<file path="config.mk">
export PLATFORM = sky130hd
export DESIGN_NAME = packed_index_lane
export DESIGN_NICKNAME = d
export VERILOG_FILES = /design/src/rtl/packed_index_checker.sv
export SDC_FILE = /design/constraint.sdc
export NUM_CORES = 1
export LEC_CHECK = 0
export BUFFER_PORTS_ARGS = -buffer_cell sky130_fd_sc_hd__buf_2
export CORE_MARGIN = 10
export CORE_UTILIZATION = 50
export DETAILED_ROUTE_END_ITERATION = 16
export PLACE_DENSITY_LB_ADDON = 0.25
export SLEW_MARGIN = 20
export SYNTH_ARGS = -nofsm -noshare
export SYNTH_HDL_FRONTEND = slang
export SYNTH_SLANG_ARGS = --single-unit
</file>
<file path="constraint.sdc">
create_clock -name clk -period 5.6 [get_ports clk]
set_input_delay 0.56 -clock clk [delete_from_list [all_inputs] [get_ports clk]]
set_output_delay 0.56 -clock clk [all_outputs]
set_load 0.01 [all_outputs]
</file>
<file path="src/rtl/packed_index_checker.sv">
// packed_index_checker
//   Multi-lane pipelined index -> one-hot decoder with two independent
//   re-encoders (priority scan, OR-reduction) and a sticky self-check.
//   Ports:
//     clk, rst (async, active high), clr (sync clear of sticky state)
//     in_valid[LANES], idx[LANES*IDX_W]          : per-lane index input
//     out_valid[LANES], sel[LANES*WIDTH],
//     id_shift/id_port[LANES*IDX_W]              : per-lane results, 2-cycle latency
//     bad, bad_lane, bad_idx, err_cnt            : sticky first-error capture + counter

// One lane: stage-1 decode register, stage-2 re-encode and result registers.
// Valids are pipelined in the top; this lane sees them as in_valid / v1.
module packed_index_lane #(
  parameter int WIDTH = 32,
  parameter int IDX_W = 5
) (
  input  logic             clk,
  input  logic             rst,
  input  logic             in_valid,
  input  logic             v1,
  input  logic [IDX_W-1:0] idx,
  output logic [IDX_W-1:0] i1,
  output logic             err,
  output logic [WIDTH-1:0] sel,
  output logic [IDX_W-1:0] id_shift,
  output logic [IDX_W-1:0] id_port
);

  localparam logic [WIDTH-1:0] ONE = WIDTH'(1);

  logic [WIDTH-1:0] sel_r;
  logic             rng1;
  logic             in_rng;
  logic [IDX_W-1:0] enc_shift;
  logic [IDX_W-1:0] enc_port;

  // Only reachable when WIDTH is not a power of two.
  assign in_rng = (32'(idx) < 32'(WIDTH));

  // Two deliberately different re-encoders so a corrupted select vector
  // (zero, multi-hot) shows up as a disagreement with the original index.
  always_comb begin
    enc_shift = '0;
    enc_port  = '0;
    for (int i = 0; i < WIDTH; i++) begin
      if (sel_r[i]) begin
        enc_shift = IDX_W'(i);
        enc_port  = enc_port | IDX_W'(i);
      end
    end
  end

  assign err = v1 && (rng1 || enc_shift != i1 || enc_port != i1);

  always_ff @(posedge clk or posedge rst) begin
    if (rst) begin
      i1       <= '0;
      sel_r    <= '0;
      rng1     <= 1'b0;
      sel      <= '0;
      id_shift <= '0;
      id_port  <= '0;
    end else begin
      i1       <= idx;
      sel_r    <= (in_valid && in_rng) ? (ONE << idx) : '0;
      rng1     <= in_valid && !in_rng;
      // sel_r is already zero for an invalid slot, so these are zero too.
      sel      <= sel_r;
      id_shift <= enc_shift;
      id_port  <= enc_port;
    end
  end

endmodule


</file>
Word-level counts from Yosys, hierarchy flattened:

Index checks and enable logic that the tools add are counted.

* register bits after elaboration: 79
* bits of input ports: 9
* output and inout bits: 48
* logic and storage cells: 72

* equal/unequal tests: 2
* shift operators: 1
* mux-type cells: 62
* reductions and logical operators: 2

Operators with widths (number)
* 5-bit 2-to-1 mux: 32
* 4-bit 2-to-1 mux: 16
* 32-bit 2-to-1 mux: 1
* 1-bit by 5-bit << shifter with 32-bit output, first input constant: 1
* 3-bit 2-to-1 mux: 8
* 5-bit != test: 2
* 2-bit 2-to-1 mux: 4
* 1-bit logical AND: 1
* 1-bit logical OR: 1
* 1-bit 2-to-1 mux: 1

Depth between registers and ports, before layout:

* word-level depth: 34
* depth in mapped cells: 6

Worst setup path before layout:

Ideal clock, no wire load.

* path kind: reg-to-output
* from: register sel_r[24]
* to: output err
* arrival: 2.177 ns
* data required time: 5.040 ns
* setup slack: 2.863 ns
* stages on the path, launching flop included: 7
* cell sequence: dfrtp_1 -> or4_4 -> nor4b_4 -> nand2_2 -> or3_1 -> a32o_1 -> o31a_1

* longest elaborated chain between the ends: 11
* elaborated cells between the ends (all ways): 20
* classes of those cells: eq/ne (2); mux (16); reduce/logical (2)

Ends and longest elaborated chain
* start: declaration: line 31 `logic [WIDTH-1:0] sel_r;`
* start signal: assignment: line 65 `sel_r <= (in_valid && in_rng) ? (ONE << idx) : '0;`
* 5-bit 2-to-1 mux (8 in a row): line 46 `if (sel_r[i]) begin`
* net enc_port[3]: line 35 `logic [IDX_W-1:0] enc_port;`
* 5-bit != test: line 53 `assign err = v1 && (rng1 || enc_shift != i1 || enc_port != i1);`
* 1-bit logical OR: line 53
* 1-bit logical AND: line 53
* end: declaration: line 23 `output logic err,`

The timed path passes the listed nets, and every way through them passes these cells.

Final worst setup path:

* from: register sel_r[25]
* to: output err

* longest elaborated chain between the ends: 10
* elaborated cells between the ends (all ways): 18
* classes of those cells: eq/ne (2); mux (14); reduce/logical (2)

Ends and longest elaborated chain (line)
* 5-bit 2-to-1 mux (7 in a row): 46
* 5-bit != test: 53
* 1-bit logical OR *: 53
* 1-bit logical AND *: 53

Mark *: on every way between the ends. The rest lies on a longest branch, timed or not.

==> results by group <==
Yosys
  • Seq cells post-synth: 78
  • Synth top area share: 71.4%
  • Warnings, synthesis: 0
  • Async SR Flop Fraction: 100%
  • Number of flops mapped to enable cells by yosys: 0
  • Synth area leader: dfrtp_1
  • Synthesized cell area: 2740 um^2
  • Synth unique cells: 39
  • Sequential share of the synthesized area: 71.4%
  • Syn avg cell area: 12.7 um^2
  • Cells taking the most area after synthesis: dfrtp_1 71%, nor2_1 4.5%, nor4_1 2.7%, nor3_1 2.4%, nor4b_4 1.7%
  • Dominant synthesized flop cell: dfrtp_1
  • Syn Nets: 224
  • Synthesized instance count: 215

Finish
  • Layout Nets: 288
  • Layout Utilization: 63.9%
  • Area grow syn2layout: 21.6%
  • Fillers: 409
  • Area of the multi-input gates: 738 um^2
  • Post-route cell area: 3330 um^2
  • Ant diodes: 0
  • Layout cells sized above 1: 28.5%
  • Sequential cell area: 1950 um^2

Timing
  • Final Hold Fails: 0
  • Post-route clock period utilization: 59.5%
  • Final setup violation count: 0
  • Tmin final: 3.33 ns
  • Final Max Tran Viols: 0
  • RSZ-0062 raised after global routing: false
  • Relative slew margins: 38.4%
  • Worst-margin pin slew: 0.924 ns
  • Clk_skew: 0.00413 ns
  • Fmax: 0.300 GHz
  • Setup_tns: 0 ns

Critical path
  • Max stage delay on crit path: 0.55 ns
  • Worst Path Required: 5.04 ns
  • Critical path depth in cells: 7
  • CP endpoint kind: output port
  • Slowest cell on crit path: or4_4
  • Crit path to: err
  • Origin of the critical flop-to-flop path: sel_r[8]$_DFF_PP0_
  • R2R depth: 5
  • Crit. Startpoint: sel_r[25]$_DFF_PP0_
  • Family with the most delay on the worst path: simple AND/OR/NAND/NOR gates
  • WS Path Type: reg -> out
  • WP buf/inv: 1
  • Worst reg2reg setup slack: 3.94 ns
  • Data arrival, critical path: 2.77 ns
  • Crit path cell chain: or4_4 > nor4b_4 > nor4b_1 > o21ai_0 > a32o_1 > o31a_1 > buf_2
  • CP max FO: 5
  • Worst R2R End: id_shift[2]$_DFF_PP0_
  • Worst setup SP type: flip-flop

CTS
  • Clock root buffer: clkbuf_8
  • CTS tree: yes
  • Clock-pin slew on the worst setup and hold paths: 0.07 ns
  • Total number of H-tree levels: 3
  • Resize count post-CTS: 0
  • Num CTS Buffers: 9
  • Clk sinks: 78
  • Clk Latency, worst-skew pair: 0.34 ns
  • Clock Path Buffers: 2
  • Cts hold-fix bufs: 0
  • Post-CTS Setup Bufs: 0

Global route
  • Vias in the first global route: 2,001
  • First-pass GRT wire length: 10.3 mm
  • Largest net degree at the start of global routing: 79
  • Grt ovf: 0
  • Initial antenna violation count: 0
  • GRT Util Overall: 15.1%

Hold path
  • Hold Startpoint: sel_r[0]$_DFF_PP0_
  • Hold Path Class: reg -> reg
  • WHS Path Cells: 0

Route
  • WL/cell: 17.4 um
  • Vias: 1,898
  • Vias per inst: 5.36
  • Post-DRT Antenna Nets: 0
  • 1st-iter DRT viols: 107
  • Final Routed Wirelength: 6.15 mm
  • TritonRoute pass-1 iters: 4
  • Detailed-route DRC error count: 0

Die
  • Die Y: 94.0 um
  • I/O Pins: 57
  • Core Box Area: 5200 um^2
  • Die area: 8830 um^2
  • Starting Density: 52.5%
  • Die Width: 94.0 um
  • Num rows: 26

Power and ir drop
  • Internal power: 893 uW
  • Power share of the combinational group: 7.0%
  • Maximum VDD drop: 0.272 mV
  • Leakage: 0.00177 uW
  • Pwr/cell area: 343 nW/um^2
  • Switch share: 21.6%
  • P_sw: 246 uW
  • Reg power frac: 51.3%
  • Clock power frac: 41.8%

Job
  • Max Cap Viol: 0

Placed design
  • Post-Place Cell Area: 3090 um^2
  • Hpwl dp: 4.55 mm
  • IO Port Bufs: 56
  • RePlAce Congestion: 0.915

Status
  • Outcome: complete, no violations
sequential cells by signal, indices dropped and copies added, names as in the netlist:
| signal | flops |
|---|---|
| sel | 32 |
| id_port | 5 |
| id_shift | 4 |
| sel_r | 32 |
| i1 | 5 |
stage by stage:
step	hold slack (ns)	total power, uW	setup WS (ns)	cells
after floorplan	0.331	645	2.86	215
after global routing	0.366	1190	1.96	354
after CTS	0.355	1150	2.22	354
after detailed placement	0.340	675	2.62	338
final	0.352	1140	2.27	354
after global placement	0.347	674	2.68	338
layout make-up:
cell class                 instances  area share, %
clock buffer                      13           5.08
multi-input combinational        126           22.2
inverter                           7          0.790
sequential                        78           58.7
clock inverter                     3           1.96
tap                               70           2.63
timing repair buffer              57           8.65
placed cells by master, fill, tap and decap left out, types with 2 or more instances in the layout:
cell	Yosys	layout
bufinv_16	0	2
nand2_1	9	9
nand2b_1	6	6
xnor2_1	3	3
nor4b_4	2	2
nand3_1	6	6
or3_1	2	2
or4_4	2	2
clkbuf_8	0	12
nand4_1	3	3
a21oi_1	3	3
dfrtp_1	78	78
buf_2	0	56
nor2_1	33	33
nor4_1	12	12
o31a_1	2	2
nor2b_1	5	5
inv_1	7	6
nor3_1	13	13
o31ai_1	2	2
o21ai_0	5	5
synth_stat cells, types with 3 or more instances:
library cell / n
nor2b_1: 5
a21oi_1: 3
nand3_1: 6
inv_1: 7
dfrtp_1: 78
nor2_1: 33
xnor2_1: 3
nor3_1: 13
nand2b_1: 6
nor4_1: 12
nand4_1: 3
nand2_1: 9
o21ai_0: 5
power by group through the flow:
stage	clock, uW	sequential, uW	combinational (uW)
3_3_place_gp	0	595	79.0
4_1_cts	485	584	80.8
2_1_floorplan	0	601	43.6
6_report	476	584	79.2
5_1_grt	511	585	89.1
3_5_place_dp	0	595	80.0
metal layers:
metal	part of all wire, %	global-route usage [%]	vias up
li1	-	-	884
met1	42	18.2	925
met2	48	23.7	74
met3	8.1	4.96	15
met4	2.0	7.22	0
met5	0	0	-
logic make-up (layout without fill, tap and decap cells):
group	after synthesis	count (layout)	share of synthesized area (%)
xor+xnor	3	3	0.961
simple gates	100	100	20.1
flops	78	78	71.4
buf+inv	11	80	1.65
compound gates	23	23	5.95
worst min path at each step:
stage | endpoint | slack (ns)
2_1_floorplan | sel[0]$_DFF_PP0_ | 0.33
3_3_place_gp | sel[0]$_DFF_PP0_ | 0.35
3_5_place_dp | sel[0]$_DFF_PP0_ | 0.34
4_1_cts | sel[0]$_DFF_PP0_ | 0.36
5_1_grt | sel[0]$_DFF_PP0_ | 0.37
6_report | sel[0]$_DFF_PP0_ | 0.35
Note: power is estimated with default switching activity, not from simulation.
